## src/rtl/noc_pkg.sv

```systemverilog
// noc_pkg: shared definitions for the router output-port logic.
// Packets are declared [0:PACKET_SIZE-1]; bit VC_BIT (0) selects the VC.
package noc_pkg;

    // Default packet width in bits
    localparam int PACKET_SIZE = 64;

    // Position of the virtual-channel bit inside a packet
    localparam int VC_BIT = 0;

    // Virtual channel identifier: 0 = even, 1 = odd
    typedef logic vc_t;

    localparam vc_t VC_EVEN = 1'b0;
    localparam vc_t VC_ODD  = 1'b1;

endpackage : noc_pkg

```

## src/rtl/rr_arbiter.sv

```systemverilog
// rr_arbiter: single-VC arbiter for the output-port controller.
// Default build: round-robin with a rotating pointer (first requester at or
// after the pointer wins; the pointer moves past the winner on a grant).
// Build option RR_ARB_FIXED_PRIO_EN: lowest requesting index wins and no
// pointer register is built.
// gnt/valid are combinational and stay low while enable is low.
module rr_arbiter #(
    parameter int NUM_REQ = 4
) (
    input  logic               clk,
    input  logic               reset,
    input  logic [0:NUM_REQ-1] req,
    input  logic               enable,
    output logic [0:NUM_REQ-1] gnt,
    output logic               valid
);

`ifdef RR_ARB_FIXED_PRIO_EN

    // Fixed priority keeps no state, so the clock and reset are not needed.
    logic unused_clk_rst;
    assign unused_clk_rst = clk ^ reset;

    // Lowest eligible index wins
    always_comb begin
        gnt   = '0;
        valid = 1'b0;
        if (enable) begin
            for (int i = 0; i < NUM_REQ; i++) begin
                if (!valid && req[i]) begin
                    gnt[i] = 1'b1;
                    valid  = 1'b1;
                end
            end
        end
    end

`else

    localparam int PTR_W = $clog2(NUM_REQ);

    logic [PTR_W-1:0] ptr_q;
    logic [PTR_W-1:0] ptr_d;

    // Two passes: indices at or after the pointer first, then the wrap to 0.
    // The pointer only advances when a grant is actually issued.
    always_comb begin
        gnt   = '0;
        valid = 1'b0;
        ptr_d = ptr_q;
        if (enable) begin
            for (int i = 0; i < NUM_REQ; i++) begin
                if (!valid && (i >= int'(ptr_q)) && req[i]) begin
                    gnt[i] = 1'b1;
                    valid  = 1'b1;
                    ptr_d  = (i == NUM_REQ - 1) ? '0 : PTR_W'(i + 1);
                end
            end
            for (int i = 0; i < NUM_REQ; i++) begin
                if (!valid && req[i]) begin
                    gnt[i] = 1'b1;
                    valid  = 1'b1;
                    ptr_d  = (i == NUM_REQ - 1) ? '0 : PTR_W'(i + 1);
                end
            end
        end
    end

    // Round-robin pointer register
    always_ff @(posedge clk) begin
        if (reset) begin
            ptr_q <= '0;
        end else begin
            ptr_q <= ptr_d;
        end
    end

`endif

endmodule : rr_arbiter

```

## src/rtl/vc_output_arbiter.sv

```systemverilog
// vc_output_arbiter: output-port controller for one mesh router link.
// Holds one packet per VC. Each cycle the VC equal to the polarity is refilled
// from the requesters (one arbiter per VC) while the other VC's slot drives
// the link with the so/ro/do handshake. Since fill and drain never touch the
// same VC in one cycle, there is no bypass path.
// Build option RR_ARB_FIXED_PRIO_EN switches both arbiters to fixed priority.
module vc_output_arbiter #(
    parameter int PACKET_SIZE = noc_pkg::PACKET_SIZE,
    parameter int NUM_REQ     = 4
) (
    input  logic                           clk,
    input  logic                           reset,
    input  logic [0:NUM_REQ-1]             req,
    input  logic [0:NUM_REQ*PACKET_SIZE-1] req_data,
    output logic [0:NUM_REQ-1]             gnt,
    output logic                           out_so,
    input  logic                           out_ro,
    output logic [0:PACKET_SIZE-1]         out_do,
    output logic                           polarity
);

    import noc_pkg::*;

    vc_t                    pol_q;
    logic [1:0]             slot_full_q;
    logic [1:0]             slot_full_d;
    logic [0:PACKET_SIZE-1] slot_data_q [2];
    logic [0:PACKET_SIZE-1] slot_data_d [2];

    vc_t                    fill_vc;
    vc_t                    send_vc;
    logic [0:NUM_REQ-1]     elig_even;
    logic [0:NUM_REQ-1]     elig_odd;
    logic [0:NUM_REQ-1]     gnt_even;
    logic [0:NUM_REQ-1]     gnt_odd;
    logic                   vld_even;
    logic                   vld_odd;
    logic                   en_even;
    logic                   en_odd;
    logic                   fill_vld;
    logic [0:PACKET_SIZE-1] fill_pkt;

    assign fill_vc  = pol_q;
    assign send_vc  = ~pol_q;
    assign polarity = pol_q;

    // Split requesters by the VC bit of the packet they are offering
    always_comb begin
        elig_even = '0;
        elig_odd  = '0;
        for (int i = 0; i < NUM_REQ; i++) begin
            if (req_data[i*PACKET_SIZE + VC_BIT] == VC_ODD) begin
                elig_odd[i] = req[i];
            end else begin
                elig_even[i] = req[i];
            end
        end
    end

    // Only the VC matching this cycle's polarity may fill, and only into an
    // empty slot; reset suppresses all grants.
    assign en_even = ~reset & ~slot_full_q[VC_EVEN] & (fill_vc == VC_EVEN);
    assign en_odd  = ~reset & ~slot_full_q[VC_ODD]  & (fill_vc == VC_ODD);

    rr_arbiter #(
        .NUM_REQ (NUM_REQ)
    ) u_arb_even (
        .clk    (clk),
        .reset  (reset),
        .req    (elig_even),
        .enable (en_even),
        .gnt    (gnt_even),
        .valid  (vld_even)
    );

    rr_arbiter #(
        .NUM_REQ (NUM_REQ)
    ) u_arb_odd (
        .clk    (clk),
        .reset  (reset),
        .req    (elig_odd),
        .enable (en_odd),
        .gnt    (gnt_odd),
        .valid  (vld_odd)
    );

    // At most one arbiter is enabled per cycle, so OR-ing the grants is safe
    assign gnt      = gnt_even | gnt_odd;
    assign fill_vld = vld_even | vld_odd;

    // Select the granted requester's packet for the fill slot
    always_comb begin
        fill_pkt = '0;
        for (int i = 0; i < NUM_REQ; i++) begin
            if (gnt[i]) begin
                fill_pkt = req_data[i*PACKET_SIZE +: PACKET_SIZE];
            end
        end
    end

    // Link side: the slot of the opposite VC is offered downstream
    assign out_do = slot_data_q[send_vc];
    assign out_so = slot_full_q[send_vc] & out_ro & ~reset;

    // Slot next state: drain the send VC, fill the polarity VC
    always_comb begin
        slot_full_d = slot_full_q;
        slot_data_d = slot_data_q;
        if (out_so) begin
            slot_full_d[send_vc] = 1'b0;
        end
        if (fill_vld) begin
            slot_full_d[fill_vc] = 1'b1;
            slot_data_d[fill_vc] = fill_pkt;
        end
    end

    // Polarity and slot registers; reset empties both slots and clears data
    always_ff @(posedge clk) begin
        if (reset) begin
            pol_q          <= VC_EVEN;
            slot_full_q    <= '0;
            slot_data_q[0] <= '0;
            slot_data_q[1] <= '0;
        end else begin
            pol_q          <= ~pol_q;
            slot_full_q    <= slot_full_d;
            slot_data_q[0] <= slot_data_d[0];
            slot_data_q[1] <= slot_data_d[1];
        end
    end

endmodule : vc_output_arbiter
```

## config.mk

```make
export PLATFORM = sky130hd
export DESIGN_NAME = vc_output_arbiter
export DESIGN_NICKNAME = d
export VERILOG_FILES = /design/src/rtl/noc_pkg.sv /design/src/rtl/rr_arbiter.sv /design/src/rtl/vc_output_arbiter.sv
export SDC_FILE = /design/constraint.sdc
export NUM_CORES = 1
export LEC_CHECK = 0
export ABC_CLOCK_PERIOD_IN_PS = 4700
export CAP_MARGIN = 10
export CORE_MARGIN = 4
export CORE_UTILIZATION = 47
export CTS_BUF_LIST = sky130_fd_sc_hd__clkbuf_4
export CTS_CLUSTER_SIZE = 8
export DETAILED_ROUTE_END_ITERATION = 8
export GPL_TIMING_DRIVEN = 0
export PLACE_DENSITY = 0.95
export SLEW_MARGIN = 20
export SYNTH_ARGS = -nofsm -noshare
export SYNTH_HDL_FRONTEND = slang
export SYNTH_SLANG_ARGS = --single-unit
```

## constraint.sdc

```tcl
create_clock -name clk -period 4.7 [get_ports clk]
set_input_delay 0.705 -clock clk [delete_from_list [all_inputs] [get_ports clk]]
set_output_delay 0.705 -clock clk [all_outputs]
set_load 0.01 [all_outputs]
```

== Word level (Yosys, flattened, before mapping) ==
Cells that the tools add are included.
Operators by class
  multipliers: 0
  shift-type cells: 0
  add/sub/neg operators: 0
  div/mod/pow operators: 0
  equality and inequality tests: 0
  bitwise gates (word level): 17
  reduce and logical (&&, ||, !) cells: 41
  multiplexer cells: 90
  magnitude comparators: 13
Operator list (count)
  2-to-1 mux 64 bit: 8
  bitwise mux 128 bit: 1
  demux 64 bit (select 1 bit): 1
  2-to-1 mux 1 bit: 58
  2-to-1 mux 2 bit: 18
  logical AND 1 bit: 23
  nonzero test 8 bit: 2
  zero test 1 bit: 14
  greater-or-equal comparator 1 x 2 -> 1 bit (first input constant): 4
  2-to-1 mux 4 bit: 2
  bitwise AND 1 bit: 6
  greater-or-equal comparator 2 bit (first input constant): 2
  greater-or-equal comparator 2 bit (second input constant): 2
  less-than comparator 1 x 2 -> 1 bit (second input constant): 2
  inverter 1 bit: 4
  inverter 1 -> 2 bit: 2
  OR 4 bit: 1
  AND reduction 2 bit: 2
  bitwise AND 2 bit: 1
  demux 1 bit (select 1 bit): 2
  greater-or-equal comparator 1 bit (second input constant): 2
  less-than comparator 2 x 1 -> 1 bit (second input constant): 1
  inverter 2 bit: 1
  OR 2 bit: 1
  OR 1 bit: 1
Word-level totals
  RAM bits: 0
  register bits: 135
  memories: 0
  word-level logic and storage cells: 167
  input bits: 263
  ROM bits: 0
  output and inout port bits: 70
  bits in latches: 0

== Depth between registers and ports, before layout ==
  depth in word-level cells: 40
  depth in mapped cells: 11
  mapped depth without buffers: 7

== Modules after synthesis ==
From an unflattened synthesis, not the netlist that was laid out.
Unflattened totals
  cell total of the unflattened synthesis: 974
  area total of the unflattened synthesis: 8008.9 um^2
By module, submodules not included
  vc_output_arbiter: sequential area each 2622.5 um^2, instances 1, cells each 906, area each 7556.0 um^2
  rr_arbiter: sequential area each 40.0 um^2, instances 2, cells each 34, area each 226.5 um^2

== Worst setup path before layout ==
OpenSTA, ideal clock, no wires.
  path type: input port to output port
  start point: input reset
  end point: output gnt[2] (netlist bit)
  path slack: 1.859 ns
  arrival time: 2.136 ns
  stages: 5
  buffers on the path: 2
  cell sequence: or3b_1 -> clkbuf_1 -> a311o_1 -> o22ai_2 -> buf_6
Between the ends
  word-level cells in the longest chain between the ends: 5
  elaborated cells on any way between the ends: 8
  classes of those cells: mux: 2; bitwise: 6
RTL lines
  start: declaration: RTL line vc_output_arbiter.sv:12  | input logic reset,
  inverter 1 bit (*): RTL line vc_output_arbiter.sv:62, vc_output_arbiter.sv:63
  bitwise AND 1 bit (on tied branches) (2 in series): RTL line vc_output_arbiter.sv:62, vc_output_arbiter.sv:63
  2-to-1 mux 4 bit: RTL line rr_arbiter.sv:51  | if (enable) begin
  OR 4 bit (*): RTL line vc_output_arbiter.sv:88  | assign gnt = gnt_even | gnt_odd;
  end: declaration: RTL line vc_output_arbiter.sv:15  | output logic [0:NUM_REQ-1] gnt,
Mark *: on every way between the ends. The rest lies on a longest branch, timed or not.

== Final worst setup path ==
Same ends and word-level chain as after synthesis.

==> summary.md <==
The run finished with clean final reports. Data on the critical path is required at its endpoint by 3.99 ns. For the quantity of gates resized following cts, the log shows 0. The largest total area in the synthesized netlist belongs to sky130_fd_sc_hd__dfxtp_1. Critical path launch point type: an input pin. The tools report the number of cell rows as 46. Entering global routing, the biggest net connects 17 pins. Proportion of netlist area held by the largest area contributor: 0.358. In this run, distinct cell masters in the synthesized netlist total 44. The type of the most critical hold path was reg -> reg. The run gives 8453 as the total via count in the routed design. The post-route clock period utilization works out to 0.958.

The synthesized design contains 0 enable-type register cells. Across the VDD grid, the largest voltage drop is 0.130 mV. In this run the deepest clock path goes through 2 buffers.

In this run, synthesis produced a sequential element count of 135. The run gives 0.263 as the tightest slew margin relative to the limit. The parity-gate share of the synthesized area counting xor and xnor cells works out to 0.

The last weighted congestion value of the routability-driven placer was 0.912; the layout cell share with drive strength beyond 1 was 0.148. The core region is 0.0158 mm². The total count of max-transition violations in the final report is 0. The worst register-to-register path ends at slot_data_q[42]. Area added between synthesis and finish: 52.2%.

By area the synthesized netlist is led by sky130_fd_sc_hd__dfxtp_1 36%, sky130_fd_sc_hd__a221oi_2 12%, sky130_fd_sc_hd__o21ai_1 11%, sky130_fd_sc_hd__mux2_2 9.6%, sky130_fd_sc_hd__nand2_1 6.8%. The number of max-cap violations was 0; the complex-gate fraction of the synthesized area was 0.390. The total clock sinks is 135. The share of synthesized area occupied by flip-flops and latches is 0.358, and the number of port buffers is 332.

Via count of the first global-routing pass: 8320. The shortest period the worst path allows is 4.50 ns, and the leakage power summed over all cells is 0.00442 µW. The fraction of registers with async set/reset was 0. The number of cells on the worst reg-to-reg path is 8. The count of warnings emitted by yosys came out at 0.

At the pin with the least slew margin, the transition time is 1.11 ns. Summing internal, switching and leakage power gives 2960 µW. The mean instance size in the synthesized netlist came out at 8.61 µm².

The setup check on the worst reg-to-reg path leaves a slack of 1.65 ns. Launch instance of the worst min-delay path: slot_data_q[45]. For this run, design rule violations remaining after detail routing come to 0. The flip-flop cell with the highest count after synthesis is sky130_fd_sc_hd__dfxtp_1. Data on the critical path arrives at its endpoint at 3.80 ns.

The post-detailed-route count of antenna-violating nets is 0. Setup repair after global routing left no endpoint under its margin. The global-route wire length before repair came out at 42.9 mm. TritonCTS built the clock tree. The type of the setup path with the least slack is in -> out. The final setup skew was 0.0160 ns; the fraction of the core area covered by cells at the end of the flow was 0.726. Once the clock tree was built, the setup fixing pass inserted 0 buffers. The chip width is 135 µm, and the number of vias per cell is 5.80. The run gives 0.477 as the effective utilization at floorplan.

In this run, the number of DRC markers left after iteration 0 of detailed routing was 576. Setup violations remaining at the end of the flow were counted as 0. The run gives 1 as the initial antenna violation count. The post-CTS clock slew at the launch and capture registers of the worst setup and hold paths is 0.11 ns.

Pin placement for this block handled 333 I/O pins. The worst hold path was traced through 2 stages. The number of hold violations in the final report was 0. The worst setup path is captured at a primary output. The portion of netlist area occupied by mux cells was 0.0968.

The main combinational cell family by area after synthesis was compound AO/OA/AOI/OAI gates. The tools report the H-tree depth as 4. The area share of fa/ha/maj cells after synthesis works out to 0. The hold slack is 0.450 ns.

Summed over all failing endpoints, the final setup total negative slack is 0 ns. The post-placement cell area is 0.0111 mm², and the maximum clock rate is 222 MHz. The top fanout value on the critical path was 10; the overall routing resource usage was 0.297. The floorplan step set the die height to 135 µm. The worst hold path terminates at slot_data_q[45].

The instance count of the mapped netlist is 876, and the synthesized area is 0.00755 mm². The total grt overflow is 0. After filler insertion, the fill cell instance count of the layout stands at 1174. Clock latency on the worst-skew pair, taken at its later pin, is 0.56 ns. The wire-length estimate of the detail-placed layout is 21.4 mm. The first-pass iteration count of the detailed router is 5, and the final design area excluding fillers is 0.0115 mm². The tree is rooted in a sky130_fd_sc_hd__clkbuf_4.

The net count of the finished layout is 1490. Number of CTS-inserted buffers: 17. When the netlist entered floorplanning its net count stood at 1139. In this run the power density over the cells is 258 mW/mm². The worst register-to-register path begins at polarity. The tools report the overall die area as 0.0181 mm². Dividing the detail-routed wire length by the instance count gives 19.2 µm. The post-synthesis share of cell area spent on and, or, nand and nor gates was 0.0968; the cts-stage hold buffer count was 0. The total length of routed wires came out at 27.9 mm.
-- layout make-up --
class | count | area (µm²) | share of cell area
timing repair buffer | 332 | 3320 | 0.289
clock inverter | 15 | 208 | 0.0181
sequential | 135 | 2700 | 0.235
antenna | 1 | 2.50 | 0.000218
clock buffer | 17 | 128 | 0.0111
tap | 216 | 270 | 0.0235
buffer | 78 | 420 | 0.0366
inverter | 3 | 16.3 | 0.00142
multi-input combinational | 660 | 4420 | 0.384
-- report_power, final --
group / total, µW / internal (µW) / switching (µW)
Combinational: 812 / 434 / 378
Clock: 905 / 468 / 437
Sequential: 1240 / 1210 / 33.9
-- registers in the layout (all words and copies together) (netlist names) --
name	flops
slot_data_q	128
u_arb_even.ptr_q	2
polarity	1
slot_full_q	2
u_arb_odd.ptr_q	2
-- synth_stat cells, drive strengths merged (3+ instances only) --
library cell,n
nand2b,6
o22ai,3
nor2,18
nand2,136
buf,28
nor2b,4
mux2,64
nand3b,3
a21o,64
a31oi,5
a221oi,64
o21ai,261
clkbuf,50
a21oi,7
dfxtp,135
-- metrics by stage --
| stage | setup slack, ns | instances |
|---|---|---|
| after floorplan | 1.86 | 876 |
| after global placement | -0.0322 | 1424 |
| after detailed placement | 0.298 | 1424 |
| after CTS | 0.285 | 1456 |
| after global routing | 0.143 | 1457 |
| final | 0.199 | 1457 |
-- worst max-delay path: stages --
cell and delay (ns):
sky130_fd_sc_hd__clkdlybuf4s50_1 0.48, sky130_fd_sc_hd__or3b_1 0.39, sky130_fd_sc_hd__clkbuf_1 0.18, sky130_fd_sc_hd__a311o_1 0.36
sky130_fd_sc_hd__o22ai_2 0.84, sky130_fd_sc_hd__buf_6 0.28, sky130_fd_sc_hd__clkdlybuf4s50_1 0.55
-- kinds of logic after synthesis --
kind of cell / after synthesis
DFF: 135
and+or+nand+nor: 176
muxes: 65
AOI/OAI and AO/OA: 419
buffers and inverters: 81
-- worst max path at each step --
| stage | start | to | slack (ns) | cells after the start |
|---|---|---|---|---|
| detailed placement | reset | gnt[2] | 0.30 | 7 |
| finish | reset | gnt[2] | 0.20 | 7 |
| global placement | reset | gnt[0] | -0.03 | 6 |
| floorplan | reset | gnt[2] | 1.86 | 5 |
| CTS | reset | gnt[2] | 0.29 | 7 |
| global route | reset | gnt[2] | 0.14 | 7 |
-- per-layer routing --
| layer | up-vias | routed length (µm) | GRT usage |
|---|---|---|---|
| met2 | 420 | 14000 | 0.526 |
| li1 | 3961 | - | - |
| met1 | 4001 | 10600 | 0.336 |
| met5 | - | 0 | 0 |
| met3 | 71 | 2360 | 0.0842 |
| met4 | 0 | 914 | 0.118 |
-- cell usage in the layout, fill, tap and decap left out, drive strengths merged, types with 2 or more instances in the layout --
master / count
inv: 3
a21o: 64
nand2: 136
or3b: 2
or3: 2
nand3b: 3
o21ai: 261
clkinvlp: 2
a41oi: 2
a31oi: 5
nor3b: 2
a221oi: 64
o22ai: 3
clkinv: 8
bufinv: 5
mux2: 64
nor2: 18
clkbuf: 67
nor2b: 4
dfxtp: 135
a21oi: 7
buf: 28
nand2b: 6
and2: 2
o31ai: 2
clkdlybuf4s50: 332
a32o: 2
Power figures use the tool's default switching activity.
